===== src/rtl/ring_timing_monitor_if.sv =====
// ring_timing_monitor_if: timing bus, control and status signals of the ring timing monitor
interface ring_timing_monitor_if #(
    parameter int WIDTH = 8,
    parameter int IDX_W = 3,
    parameter int REV_W = 8
);
    logic [WIDTH-1:0] t_in;
    logic adv;
    logic clear;
    logic [IDX_W-1:0] phase;
    logic phase_valid;
    logic locked;
    logic err_onehot;
    logic err_seq;
    logic [REV_W-1:0] rev_count;
    logic wrap_pulse;
    modport master(output t_in, adv, clear,
                   input phase, phase_valid, locked, err_onehot, err_seq, rev_count, wrap_pulse);
    modport slave(input t_in, adv, clear,
                  output phase, phase_valid, locked, err_onehot, err_seq, rev_count, wrap_pulse);
endinterface


===== src/rtl/ring_timing_monitor.sv =====
// ring_timing_monitor: checks a one-hot rotate-right timing ring, reports lock, faults and revolutions
module ring_timing_monitor #(
    parameter int WIDTH = 8,
    parameter int IDX_W = 3,
    parameter int LOCK_COUNT = 2,
    parameter int REV_W = 8
) (
    input logic clk,
    input logic reset,
    ring_timing_monitor_if.slave bus
);
    typedef enum logic [1:0] {IDLE, SYNC, LOCKED, FAULT} state_t;
    state_t state, state_d;
    logic [WIDTH-1:0] t_in, s_q, expected;
    logic adv_q, onehot, correct, wrap_d, eo_d, es_d;
    logic [3:0] good_cnt, good_d;
    logic [IDX_W-1:0] idx;
    logic [REV_W-1:0] rev_d;
    assign t_in = bus.t_in;
    assign onehot = (|t_in) && !(|(t_in & (t_in - WIDTH'(1))));
    assign expected = adv_q ? {s_q[0], s_q[WIDTH-1:1]} : s_q;
    assign correct = onehot && t_in == expected;
    // t_in[WIDTH-1] is phase 0, so the index counts down from the MSB
    always_comb begin
        idx = '0;
        for (int i = 0; i < WIDTH; i++)
            if (t_in[i]) idx = IDX_W'(WIDTH - 1 - i);
    end
    always_comb begin
        state_d = state;
        good_d = good_cnt;
        eo_d = bus.err_onehot;
        es_d = bus.err_seq;
        wrap_d = 1'b0;
        rev_d = bus.rev_count;
        if (bus.clear) begin
            state_d = IDLE;
            good_d = '0;
            eo_d = 1'b0;
            es_d = 1'b0;
            rev_d = '0;
        end else begin
            case (state)
                IDLE: if (onehot) begin
                    state_d = SYNC;
                    good_d = '0;
                end
                SYNC: if (!onehot) state_d = IDLE;
                else if (correct) begin
                    good_d = good_cnt + 4'd1;
                    state_d = (good_d == 4'(LOCK_COUNT)) ? LOCKED : SYNC;
                end else good_d = '0;
                LOCKED: if (!onehot) begin
                    state_d = FAULT;
                    eo_d = 1'b1;
                end else if (!correct) begin
                    state_d = FAULT;
                    es_d = 1'b1;
                end else if (adv_q && s_q[0]) begin
                    // a correct advance out of the last phase lands on phase 0
                    wrap_d = 1'b1;
                    rev_d = (&bus.rev_count) ? bus.rev_count : bus.rev_count + REV_W'(1);
                end
                default: ;
            endcase
        end
    end
    always_ff @(posedge clk or negedge reset) begin
        if (!reset) begin
            s_q <= '0;
            adv_q <= 1'b0;
            state <= IDLE;
            good_cnt <= '0;
            bus.phase <= '0;
            bus.phase_valid <= 1'b0;
            bus.locked <= 1'b0;
            bus.err_onehot <= 1'b0;
            bus.err_seq <= 1'b0;
            bus.rev_count <= '0;
            bus.wrap_pulse <= 1'b0;
        end else begin
            s_q <= t_in;
            adv_q <= bus.adv;
            state <= state_d;
            good_cnt <= good_d;
            if (onehot) bus.phase <= idx;
            bus.phase_valid <= onehot && (state_d == SYNC || state_d == LOCKED);
            bus.locked <= state_d == LOCKED;
            bus.err_onehot <= eo_d;
            bus.err_seq <= es_d;
            bus.rev_count <= rev_d;
            bus.wrap_pulse <= wrap_d;
        end
    end
endmodule


===== src/flat_wrapper.sv =====
// flat-port wrapper written by rule: the top's interface ports become plain ports
module ring_timing_monitor_flat 
#(
    parameter int WIDTH = 8,
    parameter int IDX_W = 3,
    parameter int LOCK_COUNT = 2,
    parameter int REV_W = 8
)
  (clk, reset, bus_t_in, bus_adv, bus_clear, bus_phase, bus_phase_valid, bus_locked, bus_err_onehot, bus_err_seq, bus_rev_count, bus_wrap_pulse);
  ring_timing_monitor_if #(.WIDTH(WIDTH), .IDX_W(IDX_W), .REV_W(REV_W)) bus_i ();
  input logic clk;
  input logic reset;
  input wire logic [$bits(bus_i.t_in)-1:0] bus_t_in;
  input wire logic [$bits(bus_i.adv)-1:0] bus_adv;
  input wire logic [$bits(bus_i.clear)-1:0] bus_clear;
  output wire logic [$bits(bus_i.phase)-1:0] bus_phase;
  output wire logic [$bits(bus_i.phase_valid)-1:0] bus_phase_valid;
  output wire logic [$bits(bus_i.locked)-1:0] bus_locked;
  output wire logic [$bits(bus_i.err_onehot)-1:0] bus_err_onehot;
  output wire logic [$bits(bus_i.err_seq)-1:0] bus_err_seq;
  output wire logic [$bits(bus_i.rev_count)-1:0] bus_rev_count;
  output wire logic [$bits(bus_i.wrap_pulse)-1:0] bus_wrap_pulse;
  assign bus_i.t_in = bus_t_in;
  assign bus_i.adv = bus_adv;
  assign bus_i.clear = bus_clear;
  assign bus_phase = bus_i.phase;
  assign bus_phase_valid = bus_i.phase_valid;
  assign bus_locked = bus_i.locked;
  assign bus_err_onehot = bus_i.err_onehot;
  assign bus_err_seq = bus_i.err_seq;
  assign bus_rev_count = bus_i.rev_count;
  assign bus_wrap_pulse = bus_i.wrap_pulse;
  ring_timing_monitor #(.WIDTH(WIDTH), .IDX_W(IDX_W), .LOCK_COUNT(LOCK_COUNT), .REV_W(REV_W)) u_core (.clk(clk), .reset(reset), .bus(bus_i));
endmodule

===== config.mk =====
export PLATFORM = sky130hd
export DESIGN_NAME = ring_timing_monitor_flat
export DESIGN_NICKNAME = d
export VERILOG_FILES = /design/src/rtl/ring_timing_monitor_if.sv /design/src/rtl/ring_timing_monitor.sv /design/src/flat_wrapper.sv
export SDC_FILE = /design/constraint.sdc
export NUM_CORES = 1
export LEC_CHECK = 0
export BUFFER_PORTS_ARGS = -buffer_cell sky130_fd_sc_hd__buf_4
export CORE_MARGIN = 3
export CORE_UTILIZATION = 30
export DETAILED_ROUTE_END_ITERATION = 8
export MAX_ROUTING_LAYER = met4
export PLACE_DENSITY = 0.49
export SYNTH_ARGS = -nofsm -noshare
export SYNTH_HDL_FRONTEND = slang
export SYNTH_SLANG_ARGS = --single-unit

===== constraint.sdc =====
create_clock -name clk -period 7.3 [get_ports clk]
set_clock_uncertainty 0.2 [all_clocks]
set_input_delay 0 -clock clk [delete_from_list [all_inputs] [get_ports clk]]
set_output_delay 0 -clock clk [all_outputs]
set_load 0.005 [all_outputs]

==> metrics.cfg <==
[synth]
async_reset_ff_share_pct=100.0
synth_cell_types=47
synth_nets=186
ys_seq_area_share_pct=44.44
synth-seq-cells=31
synth_top_flop_cell=dfrtp_1
synth.avg_cell_area_um2=10.27
synth_edf_count=0
synth_area_mm2=0.001745
synthCells=170
ys_warn_count=0

[grt]
grt_max_degree=32
overflow=0
grt_pass1_vias=1459
grt_pass1_wl_um=6913
antenna_found_initial=0
grt.total_usage_pct=13.56

[power]
ir_drop_mv=0.05920
p_leak_nw=0.9353
power_density_mw_per_mm2=172.0
finalPower_mw=0.3783

[timing]
hold_slack_ns=-0.006248
relSlewSlack_pct=60.20
tightest_slew_ns=0.5964
maxSlewViolCount=0
max_freq_mhz=360.9
finalSetupViolations=0
rsz0062_at_grt=false
fin_tns_setup_ns=0
hold_violations=9
fin_crit_sh_pct=37.95
fin_crit_ns=2.771

[die]
num_rows=27
ios=28
die_y_um=82.28
core_mm2=0.005574
die-area_mm2=0.006769
die_w_um=82.28
initial_core_util_pct=31.31

[critical_path]
max_stage_delay_ns=0.62
start_kind=register
startpoint=u_core.adv_q
path_buf_inv=0
rr_worst_depth=6
crit_family=simple AND/OR/NAND/NOR gates
r2r-start=u_core.adv_q
crit_cells=6
path_max_fanout=20
path_class=reg -> reg
crit_path_end_kind=register
r2r_slack_ns=4.53
crit_chain=mux2i_1 -> xnor2_1 -> nor4_4 -> nand3_2 -> or4_1 -> a21oi_1
cp.required_ns=7.30
cpMaxStageDelayCell=dfrtp_1
timing.rr.end=u_core.bus.rev_count[7]
arrival_ns=2.77

[hold_path]
hp-class=in -> async

[detailed_routing]
drt_iter0_drc=41
highest_layer=met4
drc=0
wl_met2_um=1897
dr_wl_met3_um=176
wirelength_um=3970
viasPerCell=5.050
drt-met1-wl_um=1847
ant_nets=0
num_vias=1414
wl_per_cell_um=14.18
first_pass_iters=4

[cells_and_area]
drive_gt1_share_pct=19.23
fin_nets=223
area_growth_pct=26.02
diodes=0

[cts]
clock_latency_ns=0.28
htree_num_levels=2
clkSinkCount=31
clock-root-buffer=clkbuf_8
clock_tree.buffer_depth=2
postCtsSetupBuffers=0
cts_buffers=5
clkTransAtPathRegs_ns=0.07
post_cts_resized=0
cts_tree=done

[run_status]
violations=negative hold slack
status=finished, violations left

[placement]
gp_congestion=0.8658
portBuffers=27
dp_hpwl_um=2850

[run]
drv_cap=0

-- report_power, final --
group	internal, mW	total (mW)	leakage [nW]	switching (mW)
clock network	0.0860	0.147	0.0515	0.0606
logic	0.0238	0.0497	0.473	0.0259
registers	0.177	0.182	0.410	0.00461
-- Yosys cell counts, drive strengths merged (6+ instances only) --
master | count | area share [%]
dfrtp | 31 | 44
xnor2 | 8 | 4.0
nand2 | 9 | 1.9
nor2 | 12 | 2.6
a21oi | 9 | 2.6
nand3 | 6 | 2.0
inv | 8 | 1.7
mux2i | 8 | 4.6
o21ai | 9 | 2.6
-- area by class of cell --
type	instances	area, um2
Inverter	8	30.03
Sequential cell	31	775.7
Fill cell	550	3374
Multi-Input combinational cell	123	890.9
Clock buffer	8	100.1
Tap cell	72	90.09
Timing Repair Buffer	38	312.8
-- layer usage --
| metal | global-route usage [%] | up-vias |
|---|---|---|
| met3 | 3.688 | 6 |
| li1 | - | 699 |
| met5 | - | - |
| met2 | 22.20 | 28 |
| met4 | 3.488 | 0 |
| met1 | 16.51 | 681 |
-- state kept, by name, summed over array words and instances (netlist names) --
name,count
u_core.bus.rev_count,8
u_core.bus.phase,3
u_core.bus.err_onehot,1
u_core.bus.phase_valid,1
u_core.state,2
u_core.adv_q,1
u_core.bus.wrap_pulse,1
u_core.bus.locked,1
u_core.bus.err_seq,1
u_core.good_cnt,4
u_core.s_q,8
-- how the worst max path moves through the flow --
| stage | slack [ns] | end |
|---|---|---|
| after CTS | 4.49 | u_core.bus.phase_valid |
| after global placement | 4.65 | u_core.bus.phase_valid |
| after floorplan | 4.90 | u_core.bus.phase_valid |
| after detailed placement | 4.51 | u_core.bus.phase_valid |
| after global routing | 4.25 | u_core.bus.phase_valid |
| final | 4.53 | u_core.bus.rev_count[7] |
-- cell families after synthesis --
group                      Yosys count  synth area share, %
AOI/OAI and AO/OA                   40                15.92
xor gates and xnor gates             9                4.516
adders and majority gates            5                3.441
buffers and inverters               16                4.516
DFF                                 31                44.44
muxes                               10                5.878
and+or+nand+nor                     59                21.29
-- placed cells by master (no fill, tap or decap), types with 3 or more instances in the layout --
| cell type | count |
|---|---|
| o31ai_1 | 5 |
| nor2_1 | 12 |
| or3_1 | 3 |
| dlygate4sd3_1 | 11 |
| xnor2_1 | 8 |
| nand2_1 | 9 |
| ha_1 | 4 |
| clkbuf_8 | 7 |
| a31oi_1 | 3 |
| a21oi_1 | 9 |
| inv_1 | 8 |
| dfrtp_1 | 31 |
| o21ai_1 | 3 |
| mux2i_1 | 8 |
| nand3_1 | 5 |
| buf_4 | 27 |
| nor3_1 | 5 |
| nand4_1 | 3 |
| nor2b_1 | 5 |
| nor4_4 | 3 |
| o21ai_0 | 6 |
-- stage by stage --
step / std cells / setup slack [ns] / util [%] / area [um2] / hold WS [ns]
CTS: 280 / 4.494 / 39.46 / 2200 / 0.004039
finish: 280 / 4.529 / 39.46 / 2200 / -0.006248
global placement: 261 / 4.645 / 35.69 / 1989 / -0.2354
detailed placement: 261 / 4.513 / 35.69 / 1989 / -0.2351
floorplan: 170 / 4.900 / - / 1745 / -0.4956
global route: 280 / 4.253 / 39.46 / 2200 / 0.03502
-- timing repair --
action / CTS / global route
hold buffers: 11 / 0
endpoints found under the hold margin: 56 / 0
endpoints found under the setup margin: 0 / 0
Note: power is estimated with default switching activity, not from simulation.
